==> config.mk <==
export PLATFORM = sky130hd
export DESIGN_NAME = track_sequencer
export DESIGN_NICKNAME = d
export VERILOG_FILES = /design/src/rtl/track_pkg.sv /design/src/rtl/tick_downcounter.sv /design/src/rtl/track_sequencer.sv
export SDC_FILE = /design/constraint.sdc
export NUM_CORES = 1
export LEC_CHECK = 0
export ABC_AREA = 1
export ABC_CLOCK_PERIOD_IN_PS = 6400
export CAP_MARGIN = 0
export CORE_MARGIN = 10
export CORE_UTILIZATION = 55
export DETAILED_ROUTE_END_ITERATION = 8
export GPL_TIMING_DRIVEN = 0
export MAX_ROUTING_LAYER = met4
export PLACE_DENSITY = 0.94
export SKIP_LAST_GASP = 1
export SLEW_MARGIN = 20
export SYNTH_ARGS = -nofsm -noshare
export SYNTH_HDL_FRONTEND = slang
export SYNTH_HIERARCHICAL = 1
export SYNTH_SLANG_ARGS = --single-unit
==> constraint.sdc <==
create_clock -name clk -period 6.4 [get_ports clk]
set_clock_uncertainty 0.1 [all_clocks]
set_input_delay 1.28 -clock clk [delete_from_list [all_inputs] [get_ports clk]]
set_output_delay 1.28 -clock clk [all_outputs]
set_load 0.02 [all_outputs]
==> src/rtl/track_pkg.sv <==
// ============================================================================
//  track_pkg
//  Shared types and display codes for the train-loop sequencer.
//  Revision: 1.0
// ============================================================================
`default_nettype none

package track_pkg;

    localparam int N_SEC_DEFAULT = 6;

    typedef enum logic [1:0] {
        ST_IDLE  = 2'd0,
        ST_DWELL = 2'd1,
        ST_MOVE  = 2'd2,
        ST_FAULT = 2'd3
    } state_t;

    localparam logic [3:0] PS_IDLE       = 4'h0;
    localparam logic [3:0] PS_DWELL_BASE = 4'h1;
    localparam logic [3:0] PS_MOVE_BASE  = 4'h8;
    localparam logic [3:0] PS_FAULT      = 4'hF;

    function automatic logic [3:0] ps_code(input state_t st, input logic [2:0] sec);
        logic [3:0] code;
        case (st)
            ST_DWELL: code = PS_DWELL_BASE + {1'b0, sec};
            ST_MOVE:  code = PS_MOVE_BASE + {1'b0, sec};
            ST_FAULT: code = PS_FAULT;
            default:  code = PS_IDLE;
        endcase
        return code;
    endfunction

endpackage

`default_nettype wire

==> src/rtl/tick_downcounter.sv <==
// ============================================================================
//  tick_downcounter
//  Loadable down-counter that decrements on tick and saturates at zero.
//  Revision: 1.0
// ============================================================================
`default_nettype none

module tick_downcounter #(
    parameter int WIDTH = 19
) (
    input  logic             clk,
    input  logic             rst_n,
    input  logic             tick,
    input  logic             load,
    input  logic [WIDTH-1:0] value,
    output logic             zero
);

    logic [WIDTH-1:0] r_count;

    always_ff @(posedge clk) begin
        if (!rst_n) begin
            r_count <= '0;
        end else if (load) begin
            r_count <= value;
        end else if (tick && (r_count != '0)) begin
            r_count <= r_count - WIDTH'(1);
        end
    end

    assign zero = (r_count == '0);

endmodule

`default_nettype wire

==> src/rtl/track_sequencer.sv <==
// ============================================================================
//  track_sequencer
//  Advances the train around the loop with station dwell and move watchdog.
//  Optional macro WATCHDOG_EN enables the MOVE timeout.
//  Revision: 1.0
// ============================================================================
`default_nettype none

module track_sequencer
    import track_pkg::*;
#(
    parameter int N_SEC   = N_SEC_DEFAULT,
    parameter int DWELL_W = 15,
    parameter int TOUT_W  = 19
) (
    input  logic               clk,
    input  logic               rst_n,
    input  logic               tick,
    input  logic [N_SEC-1:0]   sensor,
    input  logic               start,
    input  logic               clear,
    input  logic [DWELL_W-1:0] dwell_time,
    input  logic [TOUT_W-1:0]  timeout,
    output logic [2:0]         section,
    output logic [3:0]         present_state,
    output logic               motor_en,
    output logic               fault,
    output logic               arrive
);

    localparam int C_CNT_W = (DWELL_W > TOUT_W) ? DWELL_W : TOUT_W;

    state_t             r_state;
    state_t             w_state_nxt;
    logic [2:0]         r_section;
    logic [2:0]         w_section_nxt;
    logic [N_SEC-1:0]   r_sensor_q;
    logic               r_armed;
    logic               w_armed_nxt;
    logic               w_arrive_nxt;
    logic               w_load;
    logic [C_CNT_W-1:0] w_load_val;
    logic               w_zero;

    logic [N_SEC-1:0]   w_rise;
    logic [2:0]         w_nxt;
    logic [N_SEC-1:0]   w_nxt_mask;
    logic               w_foreign;
    logic               w_expected;

`ifndef WATCHDOG_EN
    logic w_unused_timeout;
    assign w_unused_timeout = ^timeout;
`endif

    assign w_rise     = sensor & ~r_sensor_q;
    assign w_nxt      = (r_section == 3'(N_SEC - 1)) ? 3'd0 : r_section + 3'd1;
    assign w_nxt_mask = N_SEC'(1) << w_nxt;
    assign w_foreign  = |(w_rise & ~w_nxt_mask);
    assign w_expected = |(w_rise & w_nxt_mask);

    // Dwell and watchdog never run together, so one counter serves both.
    tick_downcounter #(
        .WIDTH (C_CNT_W)
    ) u_counter (
        .clk   (clk),
        .rst_n (rst_n),
        .tick  (tick),
        .load  (w_load),
        .value (w_load_val),
        .zero  (w_zero)
    );

    always_comb begin
        w_state_nxt   = r_state;
        w_section_nxt = r_section;
        w_armed_nxt   = r_armed;
        w_arrive_nxt  = 1'b0;
        w_load        = 1'b0;
        w_load_val    = '0;
        case (r_state)
            ST_IDLE: begin
                if (start && sensor[0]) begin
                    w_section_nxt = 3'd0;
                    w_load        = 1'b1;
                    w_load_val    = C_CNT_W'(dwell_time);
                    w_state_nxt   = ST_DWELL;
                end
            end
            ST_DWELL: begin
                if (w_zero) begin
                    w_state_nxt = ST_MOVE;
`ifdef WATCHDOG_EN
                    w_load      = 1'b1;
                    w_load_val  = C_CNT_W'(timeout);
                    w_armed_nxt = (timeout != '0);
`else
                    w_armed_nxt = 1'b0;
`endif
                end
            end
            ST_MOVE: begin
                // A foreign edge faults even when the expected edge arrives too.
                if (w_foreign) begin
                    w_state_nxt = ST_FAULT;
                end else if (w_expected) begin
                    w_section_nxt = w_nxt;
                    w_arrive_nxt  = 1'b1;
                    w_load        = 1'b1;
                    w_load_val    = C_CNT_W'(dwell_time);
                    w_state_nxt   = ST_DWELL;
                end else if (r_armed && w_zero) begin
                    w_state_nxt = ST_FAULT;
                end
            end
            ST_FAULT: begin
                if (clear) begin
                    w_section_nxt = 3'd0;
                    w_state_nxt   = ST_IDLE;
                end
            end
            default: begin
                w_state_nxt   = ST_IDLE;
                w_section_nxt = 3'd0;
            end
        endcase
    end

    always_ff @(posedge clk) begin
        if (!rst_n) begin
            r_state       <= ST_IDLE;
            r_section     <= 3'd0;
            r_sensor_q    <= '1;
            r_armed       <= 1'b0;
            present_state <= PS_IDLE;
            motor_en      <= 1'b0;
            fault         <= 1'b0;
            arrive        <= 1'b0;
        end else begin
            r_state       <= w_state_nxt;
            r_section     <= w_section_nxt;
            r_sensor_q    <= sensor;
            r_armed       <= w_armed_nxt;
            present_state <= ps_code(w_state_nxt, w_section_nxt);
            motor_en      <= (w_state_nxt == ST_MOVE);
            fault         <= (w_state_nxt == ST_FAULT);
            arrive        <= w_arrive_nxt;
        end
    end

    assign section = r_section;

endmodule

`default_nettype wire

[Yosys cells after proc, flatten, opt, wreduce, memory -nomap -nowiden]
Cells that the tools add are included.
Operators by class
  add/subtract/negate cells: 4
  eq/ne operators: 7
  shift operators: 1
  mux-type cells: 23
  bitwise gates (word level): 5
  reduce and logical (&&, ||, !) cells: 9
Operators with widths (number)
  two-way mux 15 bit: 3
  two-way mux 19 bit: 2
  case mux 15 bit (2 select lines): 1
  logical NOT 19 bit: 1
  nonzero test 19 bit: 1
  subtractor 19 x 1 -> 19 bit (second input constant): 1
  bitwise AND 6 bit: 3
  two-way mux 3 bit: 5
  NOT 6 bit: 2
  case mux 4 bit (3 select lines): 1
  OR reduction 6 bit: 2
  two-way mux 2 bit: 5
  case mux 3 bit (3 select lines): 1
  equality test 2 bit (second input constant): 4
  case mux 2 bit (4 select lines): 1
  << shifter 1 x 3 -> 6 bit (first input constant): 1
  adder 1 x 3 -> 4 bit (first input constant): 1
  adder 4 x 3 -> 4 bit (first input constant): 1
  equality test 2 x 1 -> 1 bit (second input constant): 2
  adder 3 x 1 -> 3 bit (second input constant): 1
  equality test 3 bit (second input constant): 1
  two-way mux 1 bit: 3
  logical AND 1 bit: 2
  logical NOT 2 bit: 1
  3 further kinds: 3
Storage, ports and cells
  flip-flop bits (word level): 37
  word-level logic and storage cells: 57

[Longest topological paths before layout]
Gate-level depths: netlist of run 1.
  depth after elaboration: 10
  mapped depth: 18

[Cells and area by module]
Netlist of run 1, hierarchy kept.
By module, submodules not included
  tick_downcounter: instances 1, cells each 243, area an instance 1440.1 µm², seq. area each 380.4 µm²
  track_sequencer: instances 1, cells each 185, area an instance 1161.1 µm², seq. area each 360.3 µm²

[Worst setup path after synthesis of run 1]
No wires, ideal clock.
  kind: input to register
  start point: input sensor[3]
  end point: register u_counter.r_count[17]
  arrival time: 2.791 ns
  setup slack: 3.374 ns
  cell stages on the path: 15
  path buffers: 2
  cells stage by stage: inv_1 -> nor2_1 -> inv_1 -> nor2_1 -> nor2_2 -> nand3_2 -> nand3_4 -> nand2_1 -> clkbuf_1 -> clkinv_1 -> clkbuf_1 -> nand3_1 -> nand2_1 -> nor2_1 -> nor2_1
On the way
  longest elaborated chain between the ends: 7
  elaborated cells on any way between the ends: 10
  those cells by class: mux (4); bitwise (3); reduce/logical (3)
Ends and longest elaborated chain
  start, declared: line track_sequencer.sv:19  | input logic [N_SEC-1:0] sensor,
  bitwise AND 6 bit (*): line track_sequencer.sv:56  | assign w_rise = sensor & ~r_sensor_q;
  bitwise AND 6 bit: line track_sequencer.sv:60  | assign w_expected = |(w_rise & w_nxt_mask);
  OR reduction 6 bit: line track_sequencer.sv:60
  two-way mux 1 bit: line track_sequencer.sv:106  | end else if (w_expected) begin
  two-way mux 1 bit (*): line track_sequencer.sv:104  | if (w_foreign) begin
  case mux 1 bit (2 select lines) (*): line track_sequencer.sv:81  | case (r_state)
  via w_load: line track_sequencer.sv:41  | logic w_load;
  two-way mux 19 bit / nonzero test 2 bit (equally long branches)
  end signal, assigned: line tick_downcounter.sv:25  | r_count <= value;
  end signal, assigned: line tick_downcounter.sv:27  | r_count <= r_count - WIDTH'(1);
  end, declared: line tick_downcounter.sv:19  | logic [WIDTH-1:0] r_count;
Mark *: on every way through the listed nets, which the timed path passes. The rest lies on a longest branch.
A chain may end at the register's enable or synchronous reset.

[Worst setup path in the final report of run 1]
  start point: input sensor[3]
  end point: register u_counter.r_count[10]
The elaborated chain is that of the path after synthesis.

==> results of run 1 <==
==> cells in the mapped netlist <==
| cell type | n |
|---|---|
| nand3_1 | 34 |
| xor2_1 | 6 |
| clkinv_4 | 1 |
| inv_2 | 5 |
| nand2_2 | 5 |
| dfxtp_1 | 37 |
| or2_0 | 1 |
| mux2i_1 | 1 |
| clkbuf_1 | 5 |
| nor2_4 | 2 |
| a21oi_2 | 6 |
| o21ai_0 | 7 |
| clkinv_1 | 1 |
| nor4_1 | 1 |
| nor2_8 | 1 |
| nand3b_1 | 1 |
| buf_2 | 2 |
| nand2_4 | 3 |
| inv_1 | 56 |
| conb_1 | 1 |
| o31ai_1 | 1 |
| nand3_4 | 2 |
| nor2_2 | 7 |
| nand3_2 | 7 |
| ha_1 | 2 |
| a21oi_1 | 10 |
| xnor2_1 | 1 |
| nand2_1 | 129 |
| nor3_1 | 2 |
| o21ai_1 | 6 |
| buf_6 | 3 |
| nor2_1 | 69 |
| nand4_1 | 6 |
| or2_2 | 6 |
| inv_4 | 1 |
==> flip-flops by register name (all words and copies together), names as in the netlist <==
register,cells
arrive,1
fault,1
motor_en,1
present_state,4
r_sensor_q,6
r_state,2
section,3
u_counter/r_count,19
==> layer usage <==
metal / wire length, µm / vias to the layer above / global-route usage, %
met2: 3170 / 50 / 31.4
met4: 96 / 0 / 6.90
met3: 330 / 8 / 4.14
met5: 0 / - / -
met1: 2800 / 1192 / 19.1
li1: - / 1404 / -
==> how the worst max path moves through the flow <==
| stage | start | endpoint | slack (ps) | depth (start not counted) |
|---|---|---|---|---|
| finish | sensor[3] | u_counter/r_count[10] | 2750 | 16 |
| global route | sensor[3] | u_counter/r_count[12] | 2500 | 16 |
| CTS | sensor[3] | u_counter/r_count[10] | 2790 | 16 |
| floorplan | sensor[3] | u_counter/r_count[17] | 3370 | 15 |
| detailed placement | sensor[3] | u_counter/r_count[10] | 2460 | 16 |
| global placement | sensor[3] | u_counter/r_count[10] | 2500 | 16 |
==> through the flow <==
step / setup WS (ps) / power [W] / std cells
after global routing: 2500 / 0.00129 / 526
after CTS: 2790 / 0.00117 / 526
after detailed placement: 2460 / 0.000924 / 518
final: 2750 / 0.00117 / 526
after floorplan: 3370 / 0.000797 / 431
after global placement: 2500 / 0.000904 / 518
==> power by group through the flow <==
stage          clock network, W  registers, W  logic [W]
5_1_grt                0.000256      0.000336   0.000695
4_1_cts                0.000248      0.000327   0.000594
3_3_place_gp                  0      0.000330   0.000574
2_1_floorplan                 0      0.000323   0.000474
6_report               0.000244      0.000329   0.000597
3_5_place_dp                  0      0.000332   0.000592
==> cell type report <==
type	count	area (µm²)
inverters	64	248
well taps	52	65.1
repair buffers	35	350
multi-input cells	320	1560
clock buffers	5	68.8
fillers	397	1310
clock inverters	3	65.1
plain buffers	10	62.6
flip-flops and latches	37	741
==> cells by family after synthesis <==
logic type,after synthesis
other,1
XOR/XNOR,7
buffers and inverters,74
flip-flops,37
AO/OA/AOI/OAI,30
AND/OR/NAND/NOR,276
multiplexers,1
adder cells (fa/ha/maj),2
==> tightest hold or removal path, delay by kind of cell (launching register included) <==
kind,cells,cell delay (ps)
compound gates,1,50
simple gates,1,80
flops,1,350
==> impl_metrics.csv, run 1 <==
group,metric,value,unit
outcome,status,"completed",
sta,finalCriticalPeriod,3650,ps
finish,most-common-layout-cells,"nand2_1, nor2_1, inv_1",
yosys,synthXorXnorAreaFrac,2.36,%
yosys,synth_mux_area_share,0.385,%
sta,slew_viol_final,0,
worst_setup_path,worst-path-max-fanout,10,
floorplan,initial_core_util,58.1,%
worst_setup_path,r2r-start,"section[1]",
yosys,synth.ff_latch_count,37,
power_and_ir_drop,pwr-share-comb,51.0,%
clock_tree,cts_tree,"yes",
routing,drc,0,
routing,drt_iter0_drc,132,
place,numPortBuffers,35,
finish,drive_above_1_share,12.4,%
yosys,synth_compound_area_share,6.73,%
floorplan,core,0.00447,mm²
flow_run,drv_cap,0,
clock_tree,htreeDepth,2,
finish,finish.utilization,70.7,%
power_and_ir_drop,intPower,0.000647,W
yosys,synthSimpleGateAreaFrac,49.0,%
yosys,yosys_warnings,6,
power_and_ir_drop,p_leak,1.60,nW
worst_setup_path,rr_endpoint,"u_counter/r_count[10]",
sta,grt_setup_unrepaired,"false",
clock_tree,clock_sinks,37,
grt,grt_max_degree,14,
sta,maxSlewHeadroom,59.7,%
routing,ant_nets,0,
worst_setup_path,slowest_delay,450,ps
clock_tree,cts_made_buffers,5,
sta,worst_slew_pin_slew,604,ps
worst_hold_path,holdPathStages,2,
finish,final_common_cell,"nand2_1",
worst_setup_path,path_buf_inv,6,
sta,setup_tns,0,ps
worst_setup_path,cp-start-kind,"input port",
yosys,synth_top_area_share,28.5,%
finish,fin_area,0.00316,mm²
yosys,synth_top_family_by_area,"simple AND/OR/NAND/NOR gates",
worst_setup_path,worstPathArrival,3710,ps
clock_tree,cts_setup_buffers,0,
worst_hold_path,min_to,"u_counter/r_count[7]",
power_and_ir_drop,p_seq_share,28.1,%
routing,viasPerCell,5.05,
power_and_ir_drop,power.share.switching,44.7,%
worst_setup_path,path_class,"input port to register",
finish,nets,520,
grt,antenna_found_initial,0,
sta,final_hold_viol_count,0,
floorplan,die_w,88.8,µm
yosys,synth_area_per_cell,6.08,µm²
clock_tree,cts_resized,0,
yosys,synthAdderAreaFrac,0.962,%
worst_hold_path,worstHoldStart,"u_counter/r_count[7]",
clock_tree,root_buffer,"clkbuf_8",
floorplan,std_cell_rows,24,
clock_tree,cts_hold_buf,0,
place,dpl.hpwl,4970,µm
floorplan,pin_count,55,
grt,overflow,0,
worst_setup_path,ff2ff_setup_slack,3660,ps
worst_setup_path,cpMostUsedCell,"nand2_1",
grt,grt_first_pass_wirelength,11100,µm
yosys,ys_seq_area_share,28.5,%
floorplan,die_h,88.8,µm
sta,timing.fmax,0.274,GHz
sta,finalHoldWorstSlack,422,ps
yosys,synthesis.area,0.00260,mm²
worst_setup_path,crit_path_cell_trace,"clkdlybuf4s50_1 -> inv_1 -> nor2_1 -> inv_1 -> nor2_1 -> nor2_2 -> nand3_2 -> nand3_4 -> nand2_1 -> clkbuf_1 -> clkinv_1 -> clkbuf_1 -> nand3_1 -> nand2_1 -> nand2_1 -> a21oi_2",
clock_tree,clock_latency,300,ps
routing,wl_per_cell,12.2,µm
place,gp_congestion,0.922,
power_and_ir_drop,p_sw,0.000522,W
finish,diodes,0,
finish,syn2layout_area_growth,21.5,%
worst_setup_path,cp_top_family,"buffers and inverters",
routing,vias,2654,
yosys,synth_top_area_cell,"dfxtp_1",
worst_setup_path,worst_ep_required_time,6460,ps
worst_setup_path,reg2reg_depth,13,
sta,final-setup-viol-count,0,
floorplan,die_area,0.00788,mm²
yosys,synthCells,428,
routing,drt_wl_total,6400,µm
power_and_ir_drop,pwr-share-clk,20.9,%
worst_hold_path,hold_class,"register to register",
grt,grt_usage,17.9,%
power_and_ir_drop,irDropWorstVdd,0.000234,V
routing,drt_pass1_iterations,4,
clock_tree,clock_path_buffers,2,
clock_tree,path_clk_slew,70,ps
yosys,netlist_top_cells_area,"dfxtp_1, nand2_1, nor2_1",
worst_setup_path,crit_slowest_cell,"clkdlybuf4s50_1",
grt,grt_pass1_vias,2608,
yosys,synth_cell_type_count,35,
place,place_area,0.00303,mm²
sta,min_period_over_period,57.1,%
worst_setup_path,crit_path_end_kind,"register",
power_and_ir_drop,p_per_area,370,mW/mm²
(Power assumes the default switching activity.)
==> run 2, diff against run 1 <==
--- a/config.mk
+++ b/config.mk
@@ -6,14 +6,14 @@
 export NUM_CORES = 1
 export LEC_CHECK = 0
 export ABC_AREA = 1
-export ABC_CLOCK_PERIOD_IN_PS = 6400
+export ABC_CLOCK_PERIOD_IN_PS = 3200
 export CAP_MARGIN = 0
 export CORE_MARGIN = 10
-export CORE_UTILIZATION = 55
+export CORE_UTILIZATION = 47
 export DETAILED_ROUTE_END_ITERATION = 8
 export GPL_TIMING_DRIVEN = 0
 export MAX_ROUTING_LAYER = met4
-export PLACE_DENSITY = 0.94
+export PLACE_DENSITY = 0.86
 export SKIP_LAST_GASP = 1
 export SLEW_MARGIN = 20
 export SYNTH_ARGS = -nofsm -noshare
==> constraint.sdc (replaced) <==
create_clock -name clk -period 3.2 [get_ports clk]
set_clock_uncertainty 0.1 [all_clocks]
set_input_delay 0.64 -clock clk [delete_from_list [all_inputs] [get_ports clk]]
set_output_delay 0.64 -clock clk [all_outputs]
set_load 0.02 [all_outputs]
==> impl_metrics.csv, run 2 (synthesized netlist as in run 1, its figures left out) <==
group,metric,value,unit
finish,final_common_cell,"nand2_1",
clock_tree,clock_path_buffers,2,
worst_setup_path,cp-start-kind,"input port",
grt,grt_usage,16.0,%
sta,final_hold_viol_count,0,
sta,worst_slack,302,ps
routing,drt_iter0_drc,199,
power_and_ir_drop,intPower,0.00122,W
finish,top_register,"u_counter/r_count",
power_and_ir_drop,irDropWorstVdd,0.000406,V
sta,final-setup-viol-count,0,
finish,drive_above_1_share,12.7,%
floorplan,die_area,0.00891,mm²
clock_tree,htreeDepth,2,
finish,fin_area,0.00317,mm²
finish,nets,520,
worst_setup_path,worst-path-max-fanout,10,
power_and_ir_drop,pwr-share-clk,18.5,%
worst_setup_path,reg2reg_depth,14,
power_and_ir_drop,p_sw,0.00105,W
worst_setup_path,worstPathArrival,2980,ps
worst_hold_path,min_to,"u_counter/r_count[0]",
power_and_ir_drop,p_leak,1.59,nW
place,place_area,0.00305,mm²
power_and_ir_drop,pwr-share-comb,52.5,%
worst_setup_path,rr_endpoint,"present_state[1]",
floorplan,initial_core_util,47.8,%
routing,viasPerCell,4.81,
worst_hold_path,worstHoldStart,"u_counter/r_count[0]",
worst_setup_path,worst_ep_required_time,3280,ps
worst_setup_path,r2r-start,"u_counter/r_count[0]",
clock_tree,cts_tree,"yes",
finish,syn2layout_area_growth,21.8,%
floorplan,pin_count,55,
routing,vias,2625,
sta,maxSlewHeadroom,53.3,%
sta,slew_viol_final,0,
grt,overflow,0,
routing,drt_wl_total,6530,µm
place,numPortBuffers,35,
floorplan,std_cell_rows,27,
finish,reg_top3,"u_counter/r_count (19), r_sensor_q (6), present_state (4)",
place,dpl.hpwl,4980,µm
finish,most-common-layout-cells,"nand2_1, nor2_1, inv_1",
routing,wl_per_cell,12.0,µm
power_and_ir_drop,p_seq_share,29.0,%
floorplan,die_w,94.4,µm
worst_hold_path,holdPathStages,2,
sta,timing.fmax,0.345,GHz
finish,largest_reg_flops,19,
floorplan,core,0.00544,mm²
sta,grt_setup_unrepaired,"false",
place,gp_congestion,0.911,
clock_tree,root_buffer,"clkbuf_8",
worst_setup_path,path_class,"input port to register",
finish,diodes,0,
place,place_ws,-159,ps
routing,drc,0,
outcome,status,"completed",
power_and_ir_drop,p_per_area,714,mW/mm²
sta,min_period_over_period,90.6,%
flow_run,drv_cap,0,
grt,antenna_found_initial,0,
clock_tree,cts_made_buffers,5,
clock_tree,clock_latency,300,ps
sta,worst_slew_pin_slew,700,ps
grt,grt_max_degree,14,
worst_setup_path,crit_path_end_kind,"register",
grt,grt_pass1_vias,2635,
sta,finalCriticalPeriod,2900,ps
clock_tree,clock_sinks,37,
grt,grt_first_pass_wirelength,11400,µm
routing,ant_nets,0,
floorplan,die_h,94.4,µm
routing,drt_pass1_iterations,4,
clock_tree,cts_setup_buffers,0,
power_and_ir_drop,power.share.switching,46.2,%
worst_hold_path,hold_class,"register to register",
clock_tree,path_clk_slew,80,ps
worst_setup_path,ff2ff_setup_slack,630,ps
==> run 2: changes by cell type in the layout (fill, tap and decap cells not counted), sizes merged <==
| cell | change |
|---|---|
| inv | +1 |
| clkinv | -1 |
| bufinv | -1 |
| clkinvlp | +1 |
==> run 2: how the worst max path moves through the flow <==
stage          startpoint                     to  slack, ps  cells after the start
2_1_floorplan   sensor[3]  u_counter/r_count[17]        810                     15
3_3_place_gp    sensor[3]  u_counter/r_count[10]       -100                     16
3_5_place_dp    sensor[3]  u_counter/r_count[17]       -160                     16
4_1_cts         sensor[3]  u_counter/r_count[17]        150                     16
5_1_grt         sensor[3]  u_counter/r_count[17]         80                     16
6_report        sensor[3]   u_counter/r_count[5]        300                     13
==> run 2: routing by layer <==
layer | wire length [µm] | GRT usage (%) | vias up
li1 | - | - | 1403
met1 | 2910 | 18.1 | 1141
met2 | 3110 | 26.9 | 69
met3 | 398 | 2.93 | 12
met4 | 114 | 6.84 | 0
met5 | 0 | - | -
==> run 2: worst max-delay path, cell delays in order <==
cell,delay [ps]
clkdlybuf4s50_1,460
inv_1,60
nor2_1,170
inv_1,80
nor2_1,150
nor2_2,50
nand3_2,90
nand3_4,80
nand2_1,100
clkbuf_1,280
clkbuf_1,480
mux2i_1,250
a21oi_1,80
==> run 2: cell type report <==
type	instances	area (µm²)
fillers	526	2270
multi-input cells	320	1560
flip-flops and latches	37	741
repair buffers	35	350
inverters	64	248
well taps	72	90.1
clock buffers	5	68.8
plain buffers	10	62.6
clock inverters	3	46.3
==> run 2: power by group through the flow <==
stage	logic, W	registers, W	clock network, W
global placement	0.00115	0.000662	0
global route	0.00137	0.000672	0.000449
floorplan	0.000947	0.000647	0
finish	0.00119	0.000657	0.000418
CTS	0.00118	0.000655	0.000428
detailed placement	0.00118	0.000664	0
==> run 2: timing repair <==
item,4_1_cts,5_1_grt
gates resized for setup,0,1
setup endpoints to repair,0,19
hold buffers,0,0
==> run 2: metrics by stage <==
stage	TNS, ps	util, %	hold WS (ps)	power [W]	instances
2_1_floorplan	0	-	381	0.00159	431
3_3_place_gp	-1140	56.1	400	0.00181	538
3_5_place_dp	-2320	56.1	418	0.00184	538
4_1_cts	0	58.2	431	0.00227	546
5_1_grt	0	58.2	446	0.00249	546
6_report	0	58.2	429	0.00226	546
